$ cat src/rtl/uart_rx_cfg.sv
// Configurable UART receiver: 5..9 data bits, optional parity, 1-2 stops.
// 3-tap majority sampling, valid/ready holding register with error flags.
module uart_rx_cfg #(
    parameter int CLK_HZ    = 50_000_000,
    parameter int BAUD      = 9600,
    parameter int DATA_BITS = 8,
    parameter int PARITY    = 0,
    parameter int STOP_BITS = 1
) (
    input  logic                 clk,
    input  logic                 rst,
    input  logic                 rx,
    output logic [DATA_BITS-1:0] data_out,
    output logic                 data_valid,
    input  logic                 data_ready,
    output logic                 frame_err,
    output logic                 parity_err,
    output logic                 overrun,
    output logic                 busy
);
    localparam int CLKS = CLK_HZ / BAUD;
    localparam int MID  = CLKS / 2;
    localparam int CW   = $clog2(CLKS);

    localparam logic [CW-1:0] C_LAST = CW'(CLKS - 1);
    localparam logic [CW-1:0] C_SMP0 = CW'(MID - 1);
    localparam logic [CW-1:0] C_SMP1 = CW'(MID);
    localparam logic [CW-1:0] C_DEC  = CW'(MID + 1);
    localparam logic [3:0]    I_DLST = 4'(DATA_BITS - 1);
    localparam logic [3:0]    I_SLST = 4'(STOP_BITS - 1);

    localparam logic [2:0] S_IDLE  = 3'd0;
    localparam logic [2:0] S_START = 3'd1;
    localparam logic [2:0] S_DATA  = 3'd2;
    localparam logic [2:0] S_PAR   = 3'd3;
    localparam logic [2:0] S_STOP  = 3'd4;
    localparam logic [2:0] S_DLVR  = 3'd5;
    localparam logic [2:0] S_BRK   = 3'd6;

    logic                 s1_q, s2_q;
    logic [2:0]           state_q, state_d;
    logic [CW-1:0]        cnt_q, cnt_d;
    logic [1:0]           smp_q, smp_d;
    logic [3:0]           idx_q, idx_d;
    logic [DATA_BITS-1:0] sh_q, sh_d;
    logic                 fe_acc_q, fe_acc_d;
    logic                 pe_acc_q, pe_acc_d;
    logic [DATA_BITS-1:0] dout_q, dout_d;
    logic                 valid_q, valid_d;
    logic                 fe_q, fe_d;
    logic                 pe_q, pe_d;
    logic                 ovr_q, ovr_d;
    logic                 rxs, maj, dec;

    assign rxs = s2_q;
    assign maj = (smp_q[0] & smp_q[1]) | (smp_q[0] & rxs) | (smp_q[1] & rxs);
    assign dec = (cnt_q == C_DEC);

    // Two-flop synchroniser for the asynchronous pin; idles high.
    always_ff @(posedge clk or posedge rst) begin
        if (rst) begin
            s1_q <= 1'b1;
            s2_q <= 1'b1;
        end else begin
            s1_q <= rx;
            s2_q <= s1_q;
        end
    end

    // Frame FSM, bit timing, shift register and output holding register.
    always_comb begin
        state_d  = state_q;
        cnt_d    = (cnt_q == C_LAST) ? '0 : cnt_q + CW'(1);
        smp_d    = smp_q;
        idx_d    = idx_q;
        sh_d     = sh_q;
        fe_acc_d = fe_acc_q;
        pe_acc_d = pe_acc_q;
        dout_d   = dout_q;
        valid_d  = valid_q;
        fe_d     = fe_q;
        pe_d     = pe_q;
        ovr_d    = 1'b0;
        if (cnt_q == C_SMP0) smp_d[0] = rxs;
        if (cnt_q == C_SMP1) smp_d[1] = rxs;
        if (valid_q && data_ready) valid_d = 1'b0;
        case (state_q)
            S_IDLE: begin
                cnt_d = '0;
                if (!rxs) begin
                    state_d  = S_START;
                    idx_d    = '0;
                    fe_acc_d = 1'b0;
                    pe_acc_d = 1'b0;
                end
            end
            S_START: begin
                if (dec) state_d = maj ? S_IDLE : S_DATA;
            end
            S_DATA: begin
                if (dec) begin
                    sh_d  = {maj, sh_q[DATA_BITS-1:1]};
                    idx_d = idx_q + 4'd1;
                    if (idx_q == I_DLST) begin
                        idx_d   = '0;
                        state_d = (PARITY != 0) ? S_PAR : S_STOP;
                    end
                end
            end
            S_PAR: begin
                if (dec) begin
                    pe_acc_d = ((^sh_q) ^ maj) != (PARITY == 1);
                    state_d  = S_STOP;
                end
            end
            S_STOP: begin
                if (dec) begin
                    if (!maj) fe_acc_d = 1'b1;
                    if (idx_q == I_SLST) state_d = S_DLVR;
                    else                 idx_d   = idx_q + 4'd1;
                end
            end
            S_DLVR: begin
                if (!valid_q || data_ready) begin
                    dout_d  = sh_q;
                    fe_d    = fe_acc_q;
                    pe_d    = pe_acc_q;
                    valid_d = 1'b1;
                end else begin
                    ovr_d = 1'b1;
                end
                state_d = rxs ? S_IDLE : S_BRK;
            end
            S_BRK: begin
                if (rxs) state_d = S_IDLE;
            end
            default: state_d = S_IDLE;
        endcase
    end

    // State registers; reset discards any partial frame.
    always_ff @(posedge clk or posedge rst) begin
        if (rst) begin
            state_q  <= S_IDLE;
            cnt_q    <= '0;
            smp_q    <= '0;
            idx_q    <= '0;
            sh_q     <= '0;
            fe_acc_q <= 1'b0;
            pe_acc_q <= 1'b0;
            dout_q   <= '0;
            valid_q  <= 1'b0;
            fe_q     <= 1'b0;
            pe_q     <= 1'b0;
            ovr_q    <= 1'b0;
        end else begin
            state_q  <= state_d;
            cnt_q    <= cnt_d;
            smp_q    <= smp_d;
            idx_q    <= idx_d;
            sh_q     <= sh_d;
            fe_acc_q <= fe_acc_d;
            pe_acc_q <= pe_acc_d;
            dout_q   <= dout_d;
            valid_q  <= valid_d;
            fe_q     <= fe_d;
            pe_q     <= pe_d;
            ovr_q    <= ovr_d;
        end
    end

    assign data_out   = dout_q;
    assign data_valid = valid_q;
    assign frame_err  = fe_q;
    assign parity_err = pe_q;
    assign overrun    = ovr_q;
    assign busy       = (state_q != S_IDLE);
endmodule

$ cat config.mk
export PLATFORM = sky130hd
export DESIGN_NAME = uart_rx_cfg
export DESIGN_NICKNAME = d
export VERILOG_FILES = /design/src/rtl/uart_rx_cfg.sv
export SDC_FILE = /design/constraint.sdc
export NUM_CORES = 1
export LEC_CHECK = 0
export CAP_MARGIN = 10
export CORE_ASPECT_RATIO = 0.8
export CORE_MARGIN = 10
export CORE_UTILIZATION = 55
export CTS_BUF_LIST = sky130_fd_sc_hd__clkbuf_4 sky130_fd_sc_hd__clkbuf_8
export CTS_CLUSTER_DIAMETER = 150
export DETAILED_ROUTE_END_ITERATION = 10
export GPL_TIMING_DRIVEN = 0
export PLACE_DENSITY = 0.76
export SLEW_MARGIN = 20
export SYNTH_ARGS = -nofsm -noshare
export SYNTH_HDL_FRONTEND = slang
export SYNTH_SLANG_ARGS = --single-unit
$ cat constraint.sdc
create_clock -name clk -period 2.31 [get_ports clk]
set_input_delay 0.693 -clock clk [delete_from_list [all_inputs] [get_ports clk]]
set_output_delay 0.693 -clock clk [all_outputs]
set_load 0.02 [all_outputs]
======== Yosys cells after proc, flatten, opt, wreduce, memory -nomap -nowiden ========
Index checks and enable logic that the tools add are counted.
operators by class
  add/subtract/negate cells ............... 2
  equal/unequal tests ..................... 21
  mux-type cells .......................... 30
  bitwise gates (word level) .............. 6
  reduce and logical (&&, ||, !) cells .... 16
operators with widths
  kind                                                                     number
  13-bit by 12-bit equality test with 1-bit output, second input constant  3
  3-bit two-way mux                                                        9
  13-bit two-way mux                                                       2
  3-bit one-hot mux with 7 select lines                                    1
  4-bit two-way mux                                                        5
  2-bit inequality test, second input constant                             10
  13-bit by 1-bit adder with 13-bit output, second input constant          1
  13-bit equality test, second input constant                              1
  4-bit one-hot mux with 3 select lines                                    1
  3-bit equality test, second input constant                               3
  1-bit two-way mux                                                        9
  8-bit AND reduction                                                      1
  8-bit parity                                                             1
  3-bit by 2-bit equality test with 1-bit output, second input constant    2
  3-bit nonzero test                                                       2
  5-bit AND reduction                                                      1
  4-bit by 1-bit adder with 4-bit output, second input constant            1
  4-bit by 3-bit equality test with 1-bit output, second input constant    1
  4-bit logical NOT                                                        1
  1-bit one-hot mux with 2 select lines                                    2
  2-bit AND reduction                                                      2
  4-bit AND reduction                                                      1
  2-bit nonzero test                                                       2
  1-bit bitwise AND                                                        3
  9 further kinds                                                          10
word-level totals
  flip-flop bits (word level) ............. 46
  output and inout port bits .............. 13
  logic and storage cells ................. 90

======== Longest topological paths before layout ========
Gate-level depths: netlist (run 1).
  word-level depth ........................ 6
  depth in mapped cells ................... 7
  depth with buffers taken out ............ 7

======== Worst setup path after synthesis (run 1) ========
Ideal clock, no wire load.
  path kind ............................... reg2reg
  start ................................... reg cnt_q[7]
  end ..................................... reg sh_q[0]
  setup time .............................. 0.125 ns
  arrival time ............................ 1.602 ns
  data required time ...................... 2.185 ns
  setup slack ............................. 0.583 ns
  cell stages (with the launch flop) ...... 7
  period minus slack after synthesis ...... 1.727 ns
  cells stage by stage .................... dfrtp_1 nor4b_4 nand3_1 nor2_1 and4_1 buf_6 mux2_4
on the way
  cells in the longest elaborated chain, start to end .. 2
RTL lines
  what                                              line  text
  from (decl)                                       42    logic [CW-1:0] cnt_q, cnt_d;
  from (signal assigned)                            158   cnt_q <= cnt_d;
  13-bit by 12-bit equality test with 1-bit output  57    assign dec = (cnt_q == C_DEC);
  2-bit AND reduction (no source line)              n/a
  to (signal assigned)                              148   sh_q <= '0;
  to (signal assigned)                              161   sh_q <= sh_d;
  to (decl)                                         45    logic [DATA_BITS-1:0] sh_q, sh_d;
Every way passes these cells.
A chain may end at the register's enable or synchronous reset.

======== Worst setup path in the final report (run 1) ========
  start ................................... reg state_q[1]
  end ..................................... out busy
on the way
  cells in the longest elaborated chain, start to end .. 1
RTL lines
  what                    line  text
  from (decl)             41    logic [2:0] state_q, state_d;
  from (signal assigned)  157   state_q <= state_d;
  3-bit nonzero test      177   assign busy = (state_q != S_IDLE);
  to (decl)               19    output logic busy
Every way passes these cells.

==> impl_metrics.toml, run 1 <==
[outcome]
status = "complete, no violations"

[pwr]
internal-power_uw = 1040
p_sw_share_pct = 21.6
p_per_area_nw_per_um2 = 499
power.switching_uw = 287
power_uw = 1330
combPwrFrac_pct = 2.3
ir_drop_mv = 0.419
seqPwrFrac_pct = 60.8
p_clk_share_pct = 36.9
p_leak_uw = 0.00120

[synth]
ys_ff_latch = 46
synth_top_area_share_pct = 47.6
yosysSeqAreaShare_pct = 49.9
syn_inst = 207
synthTopCellsByArea = "dfrtp_1 48%, mux2_4 5.8%, mux2_2 5.4%, xor2_1 3.8%, nor2_1 3.6%"
synth_area_um2 = 2310
yosys.area.top_type = "dfrtp_1"
syn_area_per_cell_um2 = 11.2
synth_edf_count = 0
ys_types = 46
async_flop_share_pct = 100
ys.flop_type = "dfrtp_1"
synth_nets = 216
yosysWarnings = 0

[route]
routedWlPerCell_um = 14.0
route.detailed.drc = 0
first_pass_iters = 5
finalWirelength_mm = 4.02
antenna_left = 0
routed_via_density = 5.30
num_vias = 1525
drt_iter0_drc = 91

[sta]
min_period_ps = 2250
layout_setup_ws_ps = 61.0
slew_violations = 0
finalSetupViolations = 0
fin_worst_skew_ps = 10.4
tightest_slew_ps = 623
setup_tns_ps = 0
hold_viol_final = 0
fin_crit_sh_pct = 97.4
max_freq_mhz = 445
relSlewSlack_pct = 58.1
rsz0062_at_grt = "no"

[critical_path]
worstPathMaxFanout = 10
max_stage_delay_ps = 410
critPathKind = "reg2out"
crit_arrival_ps = 1560
crit_family = "buffers and inverters"
timing.rr.start = "cnt_q[7]"
cpMaxStageDelayCell = "or3_4"
crit_required_ps = 1620
worstReg2RegEnd = "sh_q[4]"
cp-start-kind = "register"
crit_chain = "clkbuf_8 > or3_4 > clkdlybuf4s15_1"
crit_start = "state_q[1]"
critical_path.endpoint = "busy"
reg2reg_slack_ps = 380
r2r_cells = 6
critPathCaptureType = "output port"
cp_num_cells = 3
path_buf_inv = 2

[floorplan]
dieArea_um2 = 7220
core_um2 = 4130
pin_count = 17
start_util_pct = 56.1
chipHeight_um = 78.0
rows = 21
die_x_um = 92.5

[cts]
clk_latency_ps = 300
tritoncts = "yes"
clk_path_buf_depth = 2
cts_made_buffers = 5
cts-htree-levels = 2
cts-root-buf = "clkbuf_8"
cts_sinks = 46
path_clk_slew_ps = 90

[finish]
area_delta_synth_final_pct = 15.2
stdcell_count = 288
seq_area_um2 = 1150
layout.nets = 239
multi_input_area_um2 = 1080
n_antenna_cell = 0
layout-drive-gt1-share_pct = 19.9
fill_cells = 344
final_util_pct = 64.6

[placed_design]
pre_cts_ws_ps = -39.1
hpwlAfterDp_mm = 2.98
io_buffers = 16
globalplace.congestion = 0.843
place_inst = 281

[global_route]
grt_pass1_vias = 1510
antenna_found_initial = 0
grt_max_degree = 25
grt_overflow = 0
grt_pass1_wl_mm = 7.10
gr-usage-all-layers_pct = 12.0

[run]
maxCapViolCount = 0

[min_path]
min_path_type = "reg2reg"
-- worst reg2reg max path, stage by stage (launching register included) --
cell	delay [ps]
dfrtp_1	480
nor4b_4	370
nand3_1	140
nor2_1	140
and4_1	210
buf_6	160
mux2_4	310
-- cells in the mapped netlist (3+ instances only) --
cell      instances
nor2b_1           3
mux2_2           11
and3_1            3
inv_1             9
a21oi_1           4
o21ai_0           9
ha_1              5
dfrtp_1          44
xnor2_1           9
clkbuf_1          3
xor2_1           10
nand4_1           4
nor2_1           22
nand3_1          10
nand2_1          14
mux2_4            9
-- through the flow --
step	hold WS, ps	cell area [um^2]
2_1_floorplan	345	2310
3_3_place_gp	348	2540
3_5_place_dp	350	2570
4_1_cts	362	2660
5_1_grt	366	2670
6_report	362	2670
-- sequential cells by signal, summed over array words and instances (netlist names) --
register,count
sh_q,8
frame_err,1
rxs,1
s1_q,1
fe_acc_q,1
idx_q,4
state_q,3
smp_q,2
cnt_q,13
overrun,1
pe_acc_q,1
data_out,8
data_valid,1
parity_err,1
-- worst min-delay path by stage --
stage / depth (start not counted) / endpoint / from
floorplan: 0 / rxs / s1_q
global placement: 0 / rxs / s1_q
detailed placement: 0 / rxs / s1_q
CTS: 0 / rxs / s1_q
global route: 0 / rxs / s1_q
finish: 0 / rxs / s1_q
-- power groups by stage --
stage | combinational, uW | sequential [uW] | clock [uW]
2_1_floorplan | 16.0 | 824 | 0
3_3_place_gp | 25.7 | 825 | 0
3_5_place_dp | 32.0 | 825 | 0
4_1_cts | 32.1 | 809 | 502
5_1_grt | 35.5 | 809 | 543
6_report | 30.9 | 809 | 491
-- cell families (layout without fill, tap and decap cells) --
group	count (synthesis)	in the layout	synth area share, %
fa+ha+maj	6	6	3.14
mux	20	20	11.2
simple gates	76	76	18.3
flops	46	46	49.9
compound gates	24	24	6.76
buf+inv	16	40	3.57
xor+xnor	19	19	7.19
-- area by class of cell --
type	count	area share [%]
Sequential cell	46	43.3
Multi-Input combinational cell	145	40.6
Timing Repair Buffer	17	7.04
Clock buffer	6	2.86
Tap cell	57	2.68
Buffer	6	1.69
Inverter	9	1.27
Clock inverter	2	0.516
-- layer usage --
layer	vias to the layer above	routed length, um	share of wire, %	global-route usage, %
li1	762	-	-	-
met1	725	1880	47	15.1
met2	31	1830	45	18.0
met3	7	244	6.1	4.28
met4	0	75	1.9	5.54
met5	-	0	0	0
-- cell usage in the layout, fill, tap and decap left out, types with 4 or more instances in the layout --
| master | instances |
|---|---|
| mux2_4 | 9 |
| dfrtp_1 | 43 |
| nor2_1 | 22 |
| nand4_1 | 4 |
| ha_1 | 5 |
| mux2_2 | 11 |
| inv_1 | 8 |
| xor2_1 | 10 |
| o21ai_0 | 9 |
| nand2_1 | 14 |
| clkdlybuf4s50_1 | 15 |
| xnor2_1 | 9 |
| clkbuf_8 | 6 |
| a21oi_1 | 4 |
| nand3_1 | 10 |
-- timing repair --
action / CTS / global route
endpoints found under the setup margin: 1 / 1
gates resized for setup: 2 / 2
setup buffers: 0 / 0
hold buffers: 0 / 0
gates cloned: 0 / 0
No activity file was read; power rests on OpenSTA's default activity.
==> run 2: changes to the inputs <==
Settings changed: GPL_TIMING_DRIVEN 0 to unset.
==> run 2 against run 1 <==
Power decreased by 0.48%; first-iteration DRC count fell by 48%; maximum frequency is 2.5% higher; largest power group unchanged; critical path type unchanged; sequential power barely moved; global-route usage down 0.22 points; hold slack got worse by 2.9 ps; non-clock buffer count decreased by 1.
==> impl_metrics.toml, run 2 (synthesis results as in run 1) <==
[outcome]
status = "complete, no violations"

[finish]
final_cell_mix = "44 x dfrtp_1, 22 x nor2_1, 15 x clkdlybuf4s50_1, 14 x nand2_1, 11 x mux2_2"
layout.nets = 238
largest_register_ff_count = 13
final_util_pct = 64.1
fill_cells = 341
final_common_cell = "dfrtp_1"
stdcell_count = 287
layout-drive-gt1-share_pct = 19.6
n_antenna_cell = 0
area_delta_synth_final_pct = 14.2
regMostFlops = "cnt_q"

[placed_design]
pre_cts_ws_ps = 206
globalplace.congestion = 0.842
io_buffers = 16
hpwlAfterDp_mm = 2.91
place_inst = 279

[floorplan]
start_util_pct = 56.1
dieArea_um2 = 7220
die_x_um = 92.5
core_um2 = 4130
chipHeight_um = 78.0
pin_count = 17
rows = 21

[sta]
tightest_slew_ps = 586
fin_crit_sh_pct = 95.0
finalSetupViolations = 0
fin_worst_skew_ps = 4.84
hold_viol_final = 0
layout_setup_ws_ps = 116
setup_tns_ps = 0
min_period_ps = 2190
rsz0062_at_grt = "no"
max_freq_mhz = 456
slew_violations = 0
relSlewSlack_pct = 60.6

[critical_path]
crit_required_ps = 1620
r2r_cells = 6
crit_arrival_ps = 1500
worstReg2RegEnd = "sh_q[0]"
cp-start-kind = "register"
timing.rr.start = "cnt_q[7]"
critPathKind = "reg2out"
worstPathMaxFanout = 4
crit_start = "state_q[0]"
critPathCaptureType = "output port"
reg2reg_slack_ps = 380

[pwr]
p_per_area_nw_per_um2 = 501
ir_drop_mv = 0.334
p_leak_uw = 0.00120

[route]
routedWlPerCell_um = 13.7
antenna_left = 0
num_vias = 1509
routed_via_density = 5.26
drt_iter0_drc = 47
finalWirelength_mm = 3.94
first_pass_iters = 4
route.detailed.drc = 0

[global_route]
grt_overflow = 0
antenna_found_initial = 0
grt_pass1_wl_mm = 6.99
gr-usage-all-layers_pct = 11.8
grt_pass1_vias = 1463
grt_max_degree = 27

[cts]
clk_path_buf_depth = 2
tritoncts = "yes"
cts_made_buffers = 5
cts-root-buf = "clkbuf_8"
cts-htree-levels = 2
path_clk_slew_ps = 80
cts_sinks = 46
clk_latency_ps = 290

[run]
maxCapViolCount = 0

[min_path]
min_path_type = "reg2reg"
hold_depth = 0
whs_endpoint = "rxs"
min-delay-start = "s1_q"
-- run 2: layout make-up --
type | count | area [um^2] | share of cell area (%)
clock buffers | 6 | 76.3 | 2.89
clock inverters | 2 | 13.8 | 0.521
inverters | 9 | 33.8 | 1.28
multi-input cells | 145 | 1080 | 40.8
flip-flops and latches | 46 | 1150 | 43.7
well taps | 57 | 71.3 | 2.70
repair buffers | 22 | 216 | 8.19
-- run 2: routing by layer --
layer,part of all wire [%],vias up,global-route usage (%)
met5,0,-,0
met4,1.1,0,3.69
met3,4.5,4,3.71
met2,45,20,17.4
met1,50,728,16.0
li1,-,757,-
-- run 2: worst max-delay path by stage --
stage | cells past startpoint | slack [ps] | endpoint
5_1_grt | 2 | 60 | busy
6_report | 2 | 120 | busy
2_1_floorplan | 1 | 530 | cnt_q[0]
3_5_place_dp | 2 | 210 | busy
3_3_place_gp | 2 | 230 | busy
4_1_cts | 2 | 100 | busy
-- run 2: per-stage QoR --
stage                     total power (uW)  cell area [um^2]  hold WS (ps)
after floorplan                        840              2310           345
after global placement                 854              2550           345
after detailed placement               854              2550           347
after CTS                             1340              2640           360
after global routing                  1380              2640           363
final                                 1320              2640           359
-- run 2: worst max-delay path: stages (launching register included) --
cell and delay (ps):
dfrtp_1 380, or3_1 470, dlygate4sd2_1 360
-- run 2: where the power goes --
| part | switching, uW | total (uW) | internal, uW | leakage, uW |
|---|---|---|---|---|
| Combinational | 16.7 | 25.9 | 9.20 | 0.000528 |
| Sequential | 2.98 | 811 | 808 | 0.000621 |
| Clock | 262 | 488 | 225 | 0.0000486 |
| Total | 282 | 1320 | 1040 | 0.00120 |
-- run 2: repair_timing --
action,CTS,global route
setup buffers,0,0
hold buffers,0,0
resized for setup,1,0
setup endpoints to repair,1,0
==> run 3: changes to the inputs <==
Settings changed: PLACE_DENSITY 0.76 to 0.85.
Clock period 2.31 ns to 2.1 ns, I/O delays scaled along.
==> run 3 against run 2 <==
Utilization grew 0.67 points; sequential power grew 10%; clock skew grew 2.5 ps; power grew 9.5%; routed wire length grew 7.3%; sequential cell count is the same; hold slack gained 1.0 ps; cell count grew 0.70%; design area grew 1.0%; global-route usage grew 1.5 points; die area is the same; clock power grew 8.8%; critical endpoint unchanged.
==> impl_metrics.toml, run 3 (synthesis results as in run 1) <==
[route]
route.detailed.drc = 0
routed_via_density = 5.30
num_vias = 1532
first_pass_iters = 4
routedWlPerCell_um = 14.6
finalWirelength_mm = 4.22
drt_iter0_drc = 39
antenna_left = 0

[sta]
relSlewSlack_pct = 60.8
rsz0062_at_grt = "no"
tightest_slew_ps = 583
fin_worst_skew_ps = 7.30
hold_viol_final = 0
max_freq_mhz = 495
slew_violations = 0
finalSetupViolations = 0
setup_tns_ps = 0
fin_crit_sh_pct = 96.2
min_period_ps = 2020

[pwr]
ir_drop_mv = 0.410
seqPwrFrac_pct = 61.5
combPwrFrac_pct = 1.9
internal-power_uw = 1130
p_sw_share_pct = 22.0
p_leak_uw = 0.00120
power.switching_uw = 319
p_clk_share_pct = 36.6
p_per_area_nw_per_um2 = 543

[critical_path]
timing.rr.start = "cnt_q[7]"
cp-start-kind = "register"
worstPathMaxFanout = 2
crit_required_ps = 1470
crit_arrival_ps = 1390
critPathKind = "reg2out"
crit_start = "state_q[0]"
critPathCaptureType = "output port"

[cts]
cts_made_buffers = 5
clk_latency_ps = 310
cts-root-buf = "clkbuf_8"
cts_sinks = 46
cts-htree-levels = 2
tritoncts = "yes"
path_clk_slew_ps = 80
post_cts_buffers = 0
clk_path_buf_depth = 2
ctsHoldBuffers = 0

[outcome]
status = "complete, no violations"

[global_route]
grt_overflow = 0
grt_pass1_wl_mm = 7.71
antenna_found_initial = 0
grt_pass1_vias = 1603
gr-usage-all-layers_pct = 13.2
grt_max_degree = 26

[placed_design]
hpwlAfterDp_mm = 3.19
globalplace.congestion = 0.826
io_buffers = 16

[floorplan]
pin_count = 17
start_util_pct = 56.1
die_x_um = 92.5
core_um2 = 4130
dieArea_um2 = 7220
chipHeight_um = 78.0
rows = 21

[min_path]
min_path_type = "reg2reg"
min-delay-start = "s1_q"

[finish]
final_util_pct = 64.7
n_antenna_cell = 0
regMostFlops = "cnt_q"
fill_cells = 322
final_cell_mix = "44 x dfrtp_1, 22 x nor2_1, 15 x clkdlybuf4s50_1, 14 x nand2_1, 11 x mux2_2"
layout.nets = 240
area_delta_synth_final_pct = 15.4
layout-drive-gt1-share_pct = 19.8
largest_register_ff_count = 13
final_common_cell = "dfrtp_1"

[run]
maxCapViolCount = 0
## run 3: what timing repair did
item	CTS	global route
hold endpoints to repair	0	0
setup endpoints to repair	1	0
gates resized for setup	1	0
## run 3: critical path: stages (launching register included)
cell	delay, ps
dfrtp_1	380
or3_1	380
dlygate4sd2_1	330
## run 3: worst paths after layout
kind                                 end  slack, ps  depth (start not counted)
worst min-delay path                 rxs        360                          0
worst min register to register       rxs        360                          0
worst max register to register   sh_q[7]        190                          6
worst max-delay path                busy         80                          2
max in group asynchronous           s1_q       1150                          3
min in group asynchronous       cnt_q[2]        670                          3
## run 3: cell type report
| type | count | area (um^2) | area share [%] |
|---|---|---|---|
| repair buffers | 24 | 244 | 9.14 |
| clock inverters | 3 | 21.3 | 0.797 |
| well taps | 57 | 71.3 | 2.67 |
| multi-input cells | 145 | 1080 | 40.3 |
| clock buffers | 5 | 68.8 | 2.58 |
| flip-flops and latches | 46 | 1150 | 43.2 |
| inverters | 9 | 33.8 | 1.27 |
## run 3: per-stage QoR
step                total power [uW]  area (um^2)  setup WS, ps  hold WS (ps)  instances
detailed placement               938         2580          67.2           347        281
floorplan                        924         2310           373           345        207
CTS                             1460         2670          66.7           359        289
global route                    1510         2670          36.5           366        289
global placement                 938         2580           103           346        281
finish                          1450         2670          80.1           360        289
## run 3: routing by layer
metal  wire (um)  share of wire, %  GRT usage, %  vias up
li1            -                 -             -      760
met1        1860                44          15.8      734
met2        2040                48          20.9       28
met3         229               5.4          4.66       10
met4          87               2.1          6.31        0
met5           0                 0             0        -
## run 3: power by group through the flow
stage	Combinational, uW	Clock (uW)	Sequential (uW)
3_5_place_dp	28.6	0	909
3_3_place_gp	28.2	0	909
4_1_cts	28.7	544	892
6_report	27.2	531	892
5_1_grt	31.8	590	893
2_1_floorplan	17.5	0	907
